## config.mk

```make
export PLATFORM = sky130hd
export DESIGN_NAME = upcounter_spi_tx
export DESIGN_NICKNAME = d
export VERILOG_FILES = /design/src/rtl/spi_upcounter_pkg.sv /design/src/rtl/spi_frame_tx.sv /design/src/rtl/upcounter_spi_tx.sv
export SDC_FILE = /design/constraint.sdc
export NUM_CORES = 1
export LEC_CHECK = 0
export CELL_PAD_IN_SITES_DETAIL_PLACEMENT = 1
export CELL_PAD_IN_SITES_GLOBAL_PLACEMENT = 1
export CORE_ASPECT_RATIO = 0.7
export CORE_MARGIN = 2
export CORE_UTILIZATION = 35
export DETAILED_ROUTE_END_ITERATION = 10
export PLACE_DENSITY = 0.64
export SLEW_MARGIN = 20
export SYNTH_ARGS = -nofsm -noshare
export SYNTH_HDL_FRONTEND = slang
export SYNTH_HIERARCHICAL = 1
export SYNTH_SLANG_ARGS = --single-unit
export TNS_END_PERCENT = 10
```

## constraint.sdc

```tcl
create_clock -name clk -period 2.9 [get_ports clk]
set_clock_uncertainty 0.05 [all_clocks]
set_input_delay 0.58 -clock clk [delete_from_list [all_inputs] [get_ports clk]]
set_output_delay 0.58 -clock clk [all_outputs]
set_load 0.005 [all_outputs]
```

## src/rtl/spi_upcounter_pkg.sv

```systemverilog
// Shared widths, the SPI transmitter state encoding and the frame layout
// for the up-counter / SPI display link.
package spi_upcounter_pkg;

    localparam int COUNT_W = 14;
    localparam int FRAME_W = 16;

    typedef enum logic [2:0] {
        IDLE,
        LOAD,
        SHIFT,
        HOLD,
        GUARD
    } spi_state_t;

    function automatic logic [FRAME_W-1:0] pack_frame(input logic [COUNT_W-1:0] count);
        return {2'b00, count};
    endfunction

endpackage

```

## src/rtl/spi_frame_tx.sv

```systemverilog
// Write-only SPI mode-0 transmitter: sends one 16-bit word MSB first,
// followed by a chip-select hold and an inter-frame guard interval.
module spi_frame_tx
    import spi_upcounter_pkg::*;
#(
    parameter int SCLK_DIV = 50
) (
    input  logic               clk,
    input  logic               reset,
    input  logic               start_i,
    input  logic [FRAME_W-1:0] data_i,
    output logic               busy_o,
    output spi_state_t         state_o,
    output logic               sclk_o,
    output logic               mosi_o,
    output logic               cs_n_o
);
    // Handshake: start_i is a level request sampled only in IDLE; data_i is
    // captured in the single LOAD cycle (visible on state_o), after which the
    // requester may change it. busy_o stays high from LOAD to the end of GUARD.

    localparam int DW = $clog2(SCLK_DIV);
    localparam logic [DW-1:0] DIV_LAST = DW'(SCLK_DIV - 1);

    spi_state_t         state_q, state_d;
    logic [DW-1:0]      div_q, div_d;
    logic [3:0]         bit_q, bit_d;
    logic [FRAME_W-1:0] shreg_q, shreg_d;
    logic               sclk_q, sclk_d;
    logic               mosi_q, mosi_d;
    logic               cs_n_q, cs_n_d;
    logic               phase_end;
    logic               last_bit;

    assign phase_end = (div_q == DIV_LAST);
    assign last_bit  = (bit_q == 4'd15);

    always_ff @(posedge clk) begin
        if (reset) begin
            state_q <= IDLE;
            div_q   <= '0;
            bit_q   <= '0;
            shreg_q <= '0;
            sclk_q  <= 1'b0;
            mosi_q  <= 1'b0;
            cs_n_q  <= 1'b1;
        end else begin
            state_q <= state_d;
            div_q   <= div_d;
            bit_q   <= bit_d;
            shreg_q <= shreg_d;
            sclk_q  <= sclk_d;
            mosi_q  <= mosi_d;
            cs_n_q  <= cs_n_d;
        end
    end

    always_comb begin
        state_d = state_q;
        case (state_q)
            IDLE:    if (start_i) state_d = LOAD;
            LOAD:    state_d = SHIFT;
            SHIFT:   if (phase_end && sclk_q && last_bit) state_d = HOLD;
            HOLD:    if (phase_end) state_d = GUARD;
            GUARD:   if (phase_end) state_d = IDLE;
            default: state_d = IDLE;
        endcase
    end

    // Pin registers update together; mosi only moves on the edge that drops sclk.
    always_comb begin
        div_d   = '0;
        bit_d   = bit_q;
        shreg_d = shreg_q;
        sclk_d  = sclk_q;
        mosi_d  = mosi_q;
        cs_n_d  = cs_n_q;
        case (state_q)
            LOAD: begin
                shreg_d = data_i;
                bit_d   = '0;
                cs_n_d  = 1'b0;
                sclk_d  = 1'b0;
                mosi_d  = data_i[FRAME_W-1];
            end
            SHIFT: begin
                div_d = phase_end ? '0 : div_q + 1'b1;
                if (phase_end) begin
                    if (!sclk_q) begin
                        sclk_d = 1'b1;
                    end else begin
                        sclk_d = 1'b0;
                        if (!last_bit) begin
                            bit_d   = bit_q + 1'b1;
                            shreg_d = {shreg_q[FRAME_W-2:0], 1'b0};
                            mosi_d  = shreg_q[FRAME_W-2];
                        end
                    end
                end
            end
            HOLD: begin
                div_d = phase_end ? '0 : div_q + 1'b1;
                if (phase_end) begin
                    cs_n_d = 1'b1;
                    mosi_d = 1'b0;
                end
            end
            GUARD: begin
                div_d = phase_end ? '0 : div_q + 1'b1;
            end
            default: begin
                div_d = '0;
            end
        endcase
    end

    assign busy_o  = (state_q != IDLE);
    assign state_o = state_q;
    assign sclk_o  = sclk_q;
    assign mosi_o  = mosi_q;
    assign cs_n_o  = cs_n_q;

endmodule

```

## src/rtl/upcounter_spi_tx.sv

```systemverilog
// Run/stop decimal-range up-counter that pushes every new value to an SPI
// display as a 16-bit frame; changes during a frame coalesce into one follow-up.
module upcounter_spi_tx
    import spi_upcounter_pkg::*;
#(
    parameter int TICK_DIV  = 10_000_000,
    parameter int SCLK_DIV  = 50,
    parameter int COUNT_MAX = 9999
) (
    input  logic               clk,
    input  logic               reset,
    input  logic               i_btn_runstop,
    input  logic               i_btn_clear,
    output logic [COUNT_W-1:0] o_count,
    output logic               o_running,
    output logic               o_busy,
    output logic               sclk,
    output logic               mosi,
    output logic               cs_n
);
    localparam int PW = (TICK_DIV > 1) ? $clog2(TICK_DIV) : 1;
    localparam logic [PW-1:0]      PRESC_LAST = PW'(TICK_DIV - 1);
    localparam logic [COUNT_W-1:0] COUNT_LAST = COUNT_W'(COUNT_MAX);

    logic [COUNT_W-1:0] count_q, count_d;
    logic [PW-1:0]      presc_q, presc_d;
    logic               running_q, running_d;
    logic               pending_q, pending_d;
    logic               tick;
    logic               snap;
    spi_state_t         tx_state;

    assign tick = running_q && (presc_q == PRESC_LAST);
    assign snap = (tx_state == LOAD);

    always_comb begin
        running_d = running_q ^ i_btn_runstop;

        presc_d = presc_q + 1'b1;
        if (i_btn_clear || !running_q || tick) presc_d = '0;

        count_d = count_q;
        if (i_btn_clear)  count_d = '0;
        else if (tick)    count_d = (count_q == COUNT_LAST) ? '0 : count_q + 1'b1;

        // A fresh change in the snapshot cycle must survive for the next frame.
        pending_d = pending_q;
        if (i_btn_clear || tick) pending_d = 1'b1;
        else if (snap)           pending_d = 1'b0;
    end

    always_ff @(posedge clk) begin
        if (reset) begin
            count_q   <= '0;
            presc_q   <= '0;
            running_q <= 1'b0;
            pending_q <= 1'b0;
        end else begin
            count_q   <= count_d;
            presc_q   <= presc_d;
            running_q <= running_d;
            pending_q <= pending_d;
        end
    end

    spi_frame_tx #(
        .SCLK_DIV(SCLK_DIV)
    ) u_tx (
        .clk     (clk),
        .reset   (reset),
        .start_i (pending_q),
        .data_i  (pack_frame(count_q)),
        .busy_o  (o_busy),
        .state_o (tx_state),
        .sclk_o  (sclk),
        .mosi_o  (mosi),
        .cs_n_o  (cs_n)
    );

    assign o_count   = count_q;
    assign o_running = running_q;

endmodule
```

==> results of run 1 <==
-- layer usage --
layer,track usage (%),wire (um),vias to the layer above
met5,0,0,-
met3,4.74,261,7
li1,-,-,1468
met2,25.3,3580,38
met4,4.28,73,0
met1,25.1,4730,1413
-- cells by family (layout without fill, tap and decap cells) --
family | Yosys count | after routing | share of synthesized area [%]
buffers and inverters | 27 | 54 | 3.27
adders and majority gates | 5 | 5 | 1.84
xor gates and xnor gates | 30 | 30 | 7.71
and+or+nand+nor | 170 | 170 | 27.6
muxes | 18 | 18 | 5.29
AOI/OAI and AO/OA | 70 | 70 | 12.5
other | 1 | 2 | 0.110
DFF | 71 | 71 | 41.7
-- worst max-delay path: stages (launching register included) --
cell     delay (ns)
dfxtp_1        0.38
ha_1           0.26
nand4_2        0.19
nor4_1         0.51
nand3_2        0.30
o21ai_1        0.53
nor2_1         0.10
-- sequential cells by signal (all words and copies together) (netlist names), 3 cells and up --
signal	flops
presc_q	24
u_tx/shreg_q	15
o_count	14
u_tx/div_q	6
u_tx/bit_q	4
u_tx/state_o	3
-- synth_stat cells, types with 2 or more instances --
| library cell | count | share of area (%) |
|---|---|---|
| nor3b_1 | 3 | 0.66 |
| o21ai_0 | 11 | 1.6 |
| and3_1 | 5 | 0.92 |
| nand4b_1 | 3 | 0.77 |
| a21oi_1 | 30 | 4.4 |
| clkbuf_1 | 8 | 0.88 |
| a211oi_1 | 14 | 3.1 |
| or3b_1 | 2 | 0.51 |
| o31ai_1 | 2 | 0.44 |
| nand2b_1 | 5 | 0.92 |
| xnor2_1 | 11 | 2.8 |
| nor2b_1 | 3 | 0.55 |
| nand3_2 | 2 | 0.59 |
| or4_4 | 2 | 0.66 |
| inv_1 | 11 | 1.2 |
| or2_2 | 2 | 0.37 |
| xor2_1 | 19 | 4.9 |
| dfxtp_1 | 71 | 42 |
| nand4_1 | 14 | 2.6 |
| nor2_1 | 48 | 5.3 |
| nor4_1 | 8 | 1.5 |
| o211ai_1 | 2 | 0.44 |
| nor3_1 | 7 | 1.0 |
| nand3_1 | 23 | 3.4 |
| mux2i_1 | 18 | 5.3 |
| ha_1 | 5 | 1.8 |
| o21ai_1 | 2 | 0.29 |
| or4_1 | 5 | 1.1 |
| nand2_1 | 20 | 2.2 |
| nor4b_1 | 2 | 0.51 |
| buf_2 | 8 | 1.2 |
| or3_1 | 7 | 1.3 |
| a31oi_1 | 3 | 0.55 |
-- layout make-up --
| type | count | area (um^2) |
|---|---|---|
| clock inverter | 2 | 10.0 |
| timing repair buffer | 30 | 280 |
| sequential | 71 | 1420 |
| multi-input combinational | 295 | 1880 |
| fill | 1132 | 5540 |
| inverter | 11 | 41.3 |
| clock buffer | 11 | 243 |
| tap | 128 | 160 |
-- worst paths after layout --
path / endpoint / slack, ns / cells after the start
min: u_tx/div_q[0]$_SDFF_PP0_ / 0.43 / 1
min reg2reg: u_tx/div_q[0]$_SDFF_PP0_ / 0.43 / 1
max: o_count[4]$_SDFFE_PP0P_ / 0.44 / 6
max reg2reg: o_count[4]$_SDFFE_PP0P_ / 0.44 / 6
-- power groups by stage --
stage               sequential, mW  combinational (mW)  clock, mW
finish                        1.04               0.166      0.959
global route                  1.04               0.184       1.04
CTS                           1.04               0.167      0.992
detailed placement            1.06               0.165          0
global placement              1.06               0.162          0
floorplan                     1.05               0.121          0
-- stage by stage --
step	hold WS, ns	power, mW	cells
finish	0.427	2.16	548
global route	0.445	2.27	548
floorplan	0.380	1.17	393
global placement	0.394	1.22	535
detailed placement	0.421	1.22	535
CTS	0.435	2.20	548
==> impl_metrics.ini, run 1 <==
[run_status]
status = finished clean

[sta]
min_period_ns = 2.46
final-setup-viol-count = 0
fmax_mhz = 407
hold_viol_final = 0
worst_pin_slew_ns = 0.841
finalCritPeriodShare_pct = 84.7
worst_slack_ns = 0.443
drv_slew = 0
relSlewSlack_pct = 43.4
tns_ns = 0
rsz0062_at_grt = no

[place]
io_buffers = 22
hpwlAfterDp_mm = 6.15
place_area_um2 = 3780
dp_slack_ns = 0.508
place.gp.congestion = 0.757

[power]
cell_internal_pwr_mw = 1.67
powerDensity_nw_per_um2 = 536
switching_share_pct = 22.9
switchingPower_uw = 495
leakage_nw = 1.40
p_seq_share_pct = 48.0
clockPowerShare_pct = 44.3
ir_worst_vdd_uv = 216
combPwrFrac_pct = 7.7

[finish]
final_cell_mix = 71 x dfxtp_1, 48 x nor2_1, 30 x a21oi_1
final_layout_size_suffix_gt1_share_pct = 7.86
utilization_pct = 42.2
diodes = 0
syn_to_final_growth_pct = 18.4
final_cell_area_um2 = 4040
nets = 427
final_common_cell = dfxtp_1

[clock_network]
cts_sinks = 71
cts_resized = 0
cts_buffers = 9
postCtsSetupBuffers = 0
clkSlewWorstSetupHoldPaths_ns = 0.05
root_buffer = clkbuf_16
cts_tree = done
cts-hold-fix-buffers = 0
htreeDepth = 3
insertion_delay_ns = 0.32
ctsLongestPathBuffers = 2

[worst_setup_path]
cp.required_ns = 3.04
cp-start-kind = register
crit_type = reg2reg
reg2reg_from = presc_q[0]$_SDFF_PP0_
cp_max_fo = 10
critical_path.startpoint = presc_q[0]$_SDFF_PP0_
arrival_ns = 2.60
critical_path.endpoint_type = register

[logic_synthesis]
yosys_most_used_dff = dfxtp_1
yosysWarnings = 6
ys_seq_area_share_pct = 41.7
netlist_instances = 392
synth-seq-cells = 71
async_flop_share_pct = 0
synthDistinctLibCells = 49
netlist_area_um2 = 3410
synth_edf_count = 0
syn_avg_cell_area_um2 = 8.69

[die]
placementRows = 30
start_util_pct = 35.6
die_h_um = 86.6
fp.dieW_um = 122
core_um2 = 9570
ios = 23
die_area_um2 = 10600

[hold_path]
holdCritStartpoint = u_tx/div_q[0]$_SDFF_PP0_
hold_path_class = reg2reg

[grt]
grt_antenna_before_repair = 0
track_usage_pct = 17.3
grt-ovfl-total = 0
grt_max_degree = 28
grt_pass1_wl_mm = 14.5
grt_pass1_vias = 2800

[route]
wirelength_mm = 8.65
wire_per_inst_um = 15.8
dr.pass1.iters = 4
drt_iter0_drc = 105
drcViolationCount = 0
antenna_left = 0
num_vias = 2926
via_per_inst = 5.34

[flow_run]
max_cap_violations = 0
Note: power is estimated with default switching activity, not from simulation.
==> run 2, diff against run 1 <==
Clock period 2.9 ns to 2.47 ns, I/O delays scaled along.
==> run 2 against run 1 <==
Effect of this change:
- die area unchanged
- final cell count up 1.6%
- wire length grew 5.7%
- global-route usage is 1.2 points higher
- combinational power is 27% higher
- critical path type unchanged
- first-iteration DRC count grew 40%
- largest cell class unchanged
- hold slack worse by 0.0041 ns
==> impl_metrics.ini, run 2 (same netlist as run 1, synthesis figures left out) <==
[worst_setup_path]
cp_slowest_cell = or4_1
critical_path.startpoint = presc_q[0]$_SDFF_PP0_
arrival_ns = 2.44
crit_type = reg2reg
reg2reg_slack_ns = 0.23
path_buf_inv = 0
cp_max_fo = 10
reg2reg_from = presc_q[0]$_SDFF_PP0_
crit_path_max_incr_delay_ns = 0.47
reg2reg_depth = 6
crit_chain = ha_1, nand4_2, nor4_1, nand3_2, or4_1, o31ai_1
cp.required_ns = 2.66
cp-start-kind = register
endpoint = o_count[10]$_SDFFE_PP0P_
r2r-end = o_count[10]$_SDFFE_PP0P_
path_depth = 6
critical_path.endpoint_type = register
path_delay_family = simple AND/OR/NAND/NOR gates

[power]
combPwrFrac_pct = 7.6
switching_share_pct = 22.5
power_mw = 2.79
clockPowerShare_pct = 48.9
ir_worst_vdd_uv = 338
powerDensity_nw_per_um2 = 674
cell_internal_pwr_mw = 2.16
leakage_nw = 1.46
switchingPower_uw = 627
p_seq_share_pct = 43.5

[finish]
final_common_cell = dfxtp_1
final_cell_mix = 71 x dfxtp_1, 48 x nor2_1, 30 x a21oi_1
register_area_um2 = 1420
syn_to_final_growth_pct = 21.3
regMostFlops = presc_q
multiInputGateArea_um2 = 1880
largest_reg_flops = 24
fin_cells = 557
diodes = 0
nets = 433
nFillCells = 1134
final_layout_size_suffix_gt1_share_pct = 9.32

[die]
placementRows = 30
ios = 23
core_um2 = 9570
fp.dieW_um = 122
die_h_um = 86.6
die_area_um2 = 10600
start_util_pct = 35.6

[place]
place.gp.congestion = 0.754
dp_slack_ns = 0.215
io_buffers = 22
hpwlAfterDp_mm = 6.39
place_inst = 541

[sta]
rsz0062_at_grt = no
drv_slew = 0
min_period_ns = 2.24
final-setup-viol-count = 0
tns_ns = 0
hold_viol_final = 0
worst_slack_ns = 0.227
timing.hold.ws_ns = 0.423
fmax_mhz = 446
finalCritPeriodShare_pct = 90.8

[clock_network]
root_buffer = clkbuf_16
cts-hold-fix-buffers = 0
cts_buffers = 9
ctsLongestPathBuffers = 2
htreeDepth = 3
cts_sinks = 71
clkSlewWorstSetupHoldPaths_ns = 0.05
insertion_delay_ns = 0.33
cts_tree = done
postCtsSetupBuffers = 0
cts_resized = 0

[route]
via_per_inst = 5.36
wire_per_inst_um = 16.4
dr.pass1.iters = 4
num_vias = 2984
drcViolationCount = 0
wirelength_mm = 9.14
drt_iter0_drc = 147
antenna_left = 0

[grt]
grt_pass1_vias = 2994
grt_antenna_before_repair = 0
grt_max_degree = 28
grt-ovfl-total = 0
track_usage_pct = 18.5
grt_pass1_wl_mm = 15.4

[run_status]
status = finished clean

[hold_path]
hold_path_class = reg2reg
holdCritStartpoint = u_tx/div_q[0]$_SDFF_PP0_

[flow_run]
max_cap_violations = 0
run 2: cell types whose count changed in the layout (fill, tap and decap cells not counted), sizes merged:
cell	previous run	this run
buf	8	14
bufinv	0	2
clkbuf	11	12
run 2: per-layer routing:
layer	routed length (um)	global-route usage [%]	vias to the layer above
met2	3860	27.2	37
met4	82	5.02	0
li1	-	-	1487
met1	4910	27.0	1453
met5	0	0	-
met3	290	4.47	7
run 2: power groups by stage:
stage / logic (mW) / clock network, mW / registers, mW
after CTS: 0.212 / 1.40 / 1.21
final: 0.211 / 1.36 / 1.21
after floorplan: 0.142 / 0 / 1.23
after global placement: 0.205 / 0 / 1.23
after detailed placement: 0.210 / 0 / 1.24
after global routing: 0.236 / 1.45 / 1.22
run 2: how the worst min path moves through the flow:
stage	endpoint	slack (ns)	depth (start not counted)
final	u_tx/div_q[0]$_SDFF_PP0_	0.42	1
after global placement	u_tx/div_q[0]$_SDFF_PP0_	0.40	1
after CTS	u_tx/bit_q[1]$_SDFFE_PP0P_	0.44	2
after detailed placement	u_tx/div_q[0]$_SDFF_PP0_	0.43	1
after floorplan	u_tx/div_q[0]$_SDFF_PP0_	0.38	1
after global routing	u_tx/bit_q[0]$_SDFFE_PP0P_	0.47	2
run 2: final cells by class:
cell class              instances  share of cell area (%)
multi-input cells             295                    45.5
flip-flops and latches         71                    34.4
repair buffers                 36                    7.87
clock buffers                  12                    5.72
well taps                     128                    3.87
clock inverters                 4                    1.69
inverters                      11                   0.999
run 2: metrics by stage:
stage	area (um^2)	util, %
global placement	3830	40.0
global route	4130	43.2
finish	4130	43.2
detailed placement	3830	40.0
floorplan	3410	-
CTS	4130	43.2
